===== config.mk =====
export PLATFORM = sky130hd
export DESIGN_NAME = load_store_unit
export DESIGN_NICKNAME = d
export VERILOG_FILES = /design/src/rtl/Pipe_Buf_Reg_PKG.sv /design/src/rtl/lsu_data_align.sv /design/src/rtl/load_store_unit.sv
export SDC_FILE = /design/constraint.sdc
export NUM_CORES = 1
export LEC_CHECK = 0
export BUFFER_PORTS_ARGS = -buffer_cell sky130_fd_sc_hd__buf_2
export CORE_ASPECT_RATIO = 0.5
export CORE_MARGIN = 4
export CORE_UTILIZATION = 35
export DETAILED_ROUTE_END_ITERATION = 12
export GPL_TIMING_DRIVEN = 0
export PLACE_DENSITY_LB_ADDON = 0.05
export SKIP_LAST_GASP = 1
export SLEW_MARGIN = 40
export SYNTH_ARGS = -nofsm -noshare
export SYNTH_HDL_FRONTEND = slang
export SYNTH_HIERARCHICAL = 1
export SYNTH_SLANG_ARGS = --single-unit

===== constraint.sdc =====
create_clock -name clk -period 4.42 [get_ports clk]
set_input_delay 0.442 -clock clk [delete_from_list [all_inputs] [get_ports clk]]
set_output_delay 0.442 -clock clk [all_outputs]
set_load 0.02 [all_outputs]

===== src/rtl/Pipe_Buf_Reg_PKG.sv =====
// Pipe_Buf_Reg_PKG: shared pipeline-register types.
// Load/store unit state and func3 size/sign helpers.
package Pipe_Buf_Reg_PKG;

  typedef enum logic [1:0] {
    IDLE,
    ISSUE,
    WAIT,
    DONE
  } lsu_state_e;

  typedef enum logic [1:0] {
    SZ_B,
    SZ_H,
    SZ_W
  } lsu_size_e;

  localparam logic [2:0] F3_B  = 3'b000;
  localparam logic [2:0] F3_H  = 3'b001;
  localparam logic [2:0] F3_W  = 3'b010;
  localparam logic [2:0] F3_BU = 3'b100;
  localparam logic [2:0] F3_HU = 3'b101;

  // Undefined encodings fall through to word.
  function automatic lsu_size_e f3_size(
    input logic [2:0] f3
  );
    if (f3 == F3_B || f3 == F3_BU) return SZ_B;
    if (f3 == F3_H || f3 == F3_HU) return SZ_H;
    if (f3 == F3_W) return SZ_W;
    return SZ_W;
  endfunction

  function automatic logic f3_signed(
    input logic [2:0] f3
  );
    return ~f3[2];
  endfunction

endpackage


===== src/rtl/lsu_data_align.sv =====
// lsu_data_align: byte-lane steering for stores,
// lane select and sign/zero extension for loads.
module lsu_data_align
  import Pipe_Buf_Reg_PKG::*;
#(
  parameter int DATA_W = 32
) (
  input  logic [2:0]        func3,
  input  logic [1:0]        off,
  input  logic [DATA_W-1:0] wr_data,
  input  logic [DATA_W-1:0] rdata,
  output logic [3:0]        be,
  output logic [DATA_W-1:0] wdata,
  output logic [DATA_W-1:0] ld_data,
  output logic              mis
);

  lsu_size_e   sz;
  logic        sgn;
  logic [7:0]  b;
  logic [15:0] h;

  assign sz  = f3_size(func3);
  assign sgn = f3_signed(func3);

  // Low offset bits below natural alignment are dropped here.
  assign b = rdata[{off, 3'b000} +: 8];
  assign h = rdata[{off[1], 4'b0000} +: 16];

  always_comb begin
    be      = 4'b1111;
    wdata   = wr_data;
    ld_data = rdata;
    mis     = 1'b0;
    unique case (1'b1)
      (sz == SZ_B): begin
        be      = 4'b0001 << off;
        wdata   = {4{wr_data[7:0]}};
        ld_data = {{(DATA_W-8){sgn & b[7]}}, b};
      end
      (sz == SZ_H): begin
        mis     = off[0];
        be      = 4'b0011 << {off[1], 1'b0};
        wdata   = {2{wr_data[15:0]}};
        ld_data = {{(DATA_W-16){sgn & h[15]}}, h};
      end
      default: begin
        mis = |off;
      end
    endcase
  end

endmodule


===== src/rtl/load_store_unit.sv =====
// load_store_unit: MEM-stage LSU over a req/gnt/rvalid word SRAM.
// MISALIGN_TRAP_EN: reject misaligned half/word instead of masking.
module load_store_unit
  import Pipe_Buf_Reg_PKG::*;
#(
  parameter int DATA_W     = 32,
  parameter int DM_ADDRESS = 9
) (
  input  logic                  clk,
  input  logic                  reset,
  input  logic                  mem_read,
  input  logic                  mem_write,
  input  logic [DM_ADDRESS-1:0] addr,
  input  logic [DATA_W-1:0]     wr_data,
  input  logic [2:0]            func3,
  output logic                  stall,
  output logic [DATA_W-1:0]     rd_data,
  output logic                  misaligned,
  output logic                  m_req,
  output logic                  m_we,
  output logic [DM_ADDRESS-3:0] m_addr,
  output logic [DATA_W-1:0]     m_wdata,
  output logic [3:0]            m_be,
  input  logic                  m_gnt,
  input  logic                  m_rvalid,
  input  logic [DATA_W-1:0]     m_rdata
);

`ifdef MISALIGN_TRAP_EN
  localparam logic TRAP_EN = 1'b1;
`else
  localparam logic TRAP_EN = 1'b0;
`endif

  lsu_state_e state_q;
  lsu_state_e state_d;

  logic [2:0]        f3_q;
  logic [1:0]        off_q;
  logic              req;
  logic              is_idle;
  logic              accept;
  logic              trap;
  logic [2:0]        sel_f3;
  logic [1:0]        sel_off;
  logic [3:0]        al_be;
  logic [DATA_W-1:0] al_wdata;
  logic [DATA_W-1:0] al_ld;
  logic              al_mis;

  assign req     = mem_read | mem_write;
  assign is_idle = (state_q == IDLE);
  assign accept  = is_idle & req;
  assign trap    = TRAP_EN & al_mis;

  // Live inputs shape the request; captured ones shape the load reply.
  assign sel_f3  = is_idle ? func3 : f3_q;
  assign sel_off = is_idle ? addr[1:0] : off_q;

  lsu_data_align #(
    .DATA_W (DATA_W)
  ) u_align (
    .func3   (sel_f3),
    .off     (sel_off),
    .wr_data (wr_data),
    .rdata   (m_rdata),
    .be      (al_be),
    .wdata   (al_wdata),
    .ld_data (al_ld),
    .mis     (al_mis)
  );

  assign stall = reset & (accept
               | (state_q == ISSUE)
               | (state_q == WAIT));

  always_comb begin
    state_d = state_q;
    unique case (state_q)
      IDLE:  if (req) state_d = trap ? DONE : ISSUE;
      ISSUE: if (m_gnt) state_d = m_we ? DONE : WAIT;
      WAIT:  if (m_rvalid) state_d = DONE;
      DONE:  state_d = IDLE;
    endcase
  end

  always_ff @(posedge clk or negedge reset) begin
    if (!reset) begin
      state_q <= IDLE;
      f3_q    <= '0;
      off_q   <= '0;
      m_req   <= 1'b0;
      m_we    <= 1'b0;
      m_addr  <= '0;
      m_wdata <= '0;
      m_be    <= '0;
      rd_data <= '0;
    end else begin
      state_q <= state_d;
      if (accept) begin
        f3_q  <= func3;
        off_q <= addr[1:0];
      end
      if (accept && !trap) begin
        m_req   <= 1'b1;
        m_we    <= mem_write;
        m_addr  <= addr[DM_ADDRESS-1:2];
        m_wdata <= mem_write ? al_wdata : '0;
        m_be    <= al_be;
      end else if (state_q == ISSUE && m_gnt) begin
        m_req   <= 1'b0;
        m_we    <= 1'b0;
        m_addr  <= '0;
        m_wdata <= '0;
        m_be    <= '0;
      end
      if (accept && trap) begin
        rd_data <= '0;
      end else if (state_q == WAIT && m_rvalid) begin
        rd_data <= al_ld;
      end
    end
  end

`ifdef MISALIGN_TRAP_EN
  always_ff @(posedge clk or negedge reset) begin
    if (!reset) misaligned <= 1'b0;
    else        misaligned <= accept & trap;
  end
`else
  assign misaligned = 1'b0;
`endif

endmodule


==> reports/results.txt <==
outcome = complete, no violations
Startpoint Class = flop
Skew-Pair Late Insertion Delay = 0.34 ns
VDD IR max = 0.000340 V
Slew Limit Fails = 0
RSZ-0062 raised after global routing = false
CP Max Fanout = 10
drt drc = 0
Worst slew margin = 51.6%
# diodes = 0
CP cell instances = inv_1 > ha_1 > buf_6 > mux2_2 > buf_2 > nor2_1 > a221oi_1 > mux2_2
die height = 88.2 um
synthesized area per cell = 11.4 sq um
Root Driver = clkbuf_16
P per Cell Area = 844 nW/um^2
Chip Width = 168 um
most frequent CP cell = mux2_2
worst-margin pin slew = 0.723 ns
hpwl dp = 10600 um
Leakage Power = 2.98 nW
fin crit period = 2.67 ns
io pins = 161
Core ar. = 12200 sq um
number of setup buffers added after CTS = 0
Final #Nets = 652
register area = 2100 sq um
critical path class = flop to flop
post-layout util = 48.1%
Yosys warning total = 6
Area Overhead vs Synth = 30.1%
crit-path max cell delay = 0.58 ns
GRT Overall Usage = 18.9%
fill cell count = 1173
Initial Util = 36.9%
CTS tree = built
Final setup viols = 0
CP required = 4.64 ns
global route total overflow = 0
Min Hold Slack = 0.0493 ns
DRT Pass-1 Iters = 4
first-pass GRT wire length = 21700 um
Clock Path Buffers = 2
IO Port Bufs = 159
area of the multi-input gates = 2090 sq um
post_cts resized = 0
largest net degree at the start of global routing = 54
Post-Place Cells = 720
critical path arrival = 2.89 ns
Routed Antenna Nets = 0
initial antenna violation count = 3
vias per inst = 5.16
htree depth = 3
row count = 28
die area = 14900 sq um
Syn Std Cell Area = 4500 sq um
Worst path slowest cell = nor2_1
Hold Fails Final Rpt = 0
syn nets = 481
share of post-route cells with drive strength above 1 = 46.6%
most common cell after layout, fill and taps aside = buf_2
Final Non-Filler Cells = 736
Fmax achieved = 374 MHz
Worst-path clk slew = 0.07 ns
Layout Skew = 0.0104 ns
per-cell routed wire length = 18.5 um
Vias = 3795
Min-Delay Path Class = input port to asynchronous set/reset pin
initial DRC count = 257
setup TNS = 0 ns
TritonCTS sink count = 84
period utilisation layout = 60.4%
Total Wirelength = 13600 um
vias in the first global route = 3936
max_cap viols = 0
Synth Instances = 395
cts bufs inserted = 9
highest-count cells in the layout ignoring fill and taps = buf_2, dfrtp_1, mux2_2, a22o_1, nand2_1
CTS Hold Bufs = 0
CP Capture Type = flop
GP Congestion = 0.789
## report_power, final
group / switching, mW / internal, mW
clock: 0.317 / 0.513
sequential: 0.166 / 1.10
combinational: 1.62 / 1.23
total: 2.10 / 2.84
## final cells by class
type                       count  area share (%)
inverter                       7           0.449
sequential                    84            35.9
clock buffer                  11            4.14
buffer                        42            4.81
multi-input combinational    262            35.7
clock inverter                 5            1.45
timing repair buffer         160            14.0
tap                          165            3.52
## state kept, by name, summed over array words and instances, names as in the netlist
| signal | count |
|---|---|
| m_addr | 7 |
| m_be | 4 |
| rd_data | 32 |
| f3_q | 3 |
| state_q | 2 |
| m_wdata | 32 |
| m_req | 1 |
| m_we | 1 |
| off_q | 2 |
## layer usage
layer  track usage [%]  vias up  part of all wire, %
met4              3.31        6                 0.57
met1              26.7     1855                   48
met3              5.59       12                  7.1
met2              29.3      122                   44
met5                 0        -                 0.25
li1                  -     1800                    -
## worst paths after layout
path,startpoint,end,slack [ns],cells past startpoint
worst max-delay path,state_q[0],rd_data[15],1.75,8
worst min-delay path,reset,m_wdata[19],0.05,1
worst max register to register,state_q[0],rd_data[15],1.75,8
worst min register to register,m_req,m_req,0.47,1
max in group asynchronous,reset,m_wdata[27],3.80,2
min in group clk,addr[7],m_addr[5],0.33,2
## critical path, delay by kind of cell (launching register included)
kind | cells | cell delay [ns]
AOI/OAI and AO/OA | 1 | 0.21
adders and majority gates | 1 | 0.17
buffers and inverters | 3 | 0.46
DFF | 1 | 0.41
muxes | 2 | 0.72
and+or+nand+nor | 1 | 0.58
## metrics by stage
stage | worst slack, ns | power [mW] | cell area (sq um)
global route | 1.58 | 5.33 | 5860
detailed placement | 1.76 | 4.15 | 5530
floorplan | 2.03 | 3.31 | 4500
CTS | 1.76 | 5.00 | 5860
finish | 1.75 | 4.95 | 5860
global placement | 1.52 | 4.13 | 5500
(Power assumes the default switching activity.)
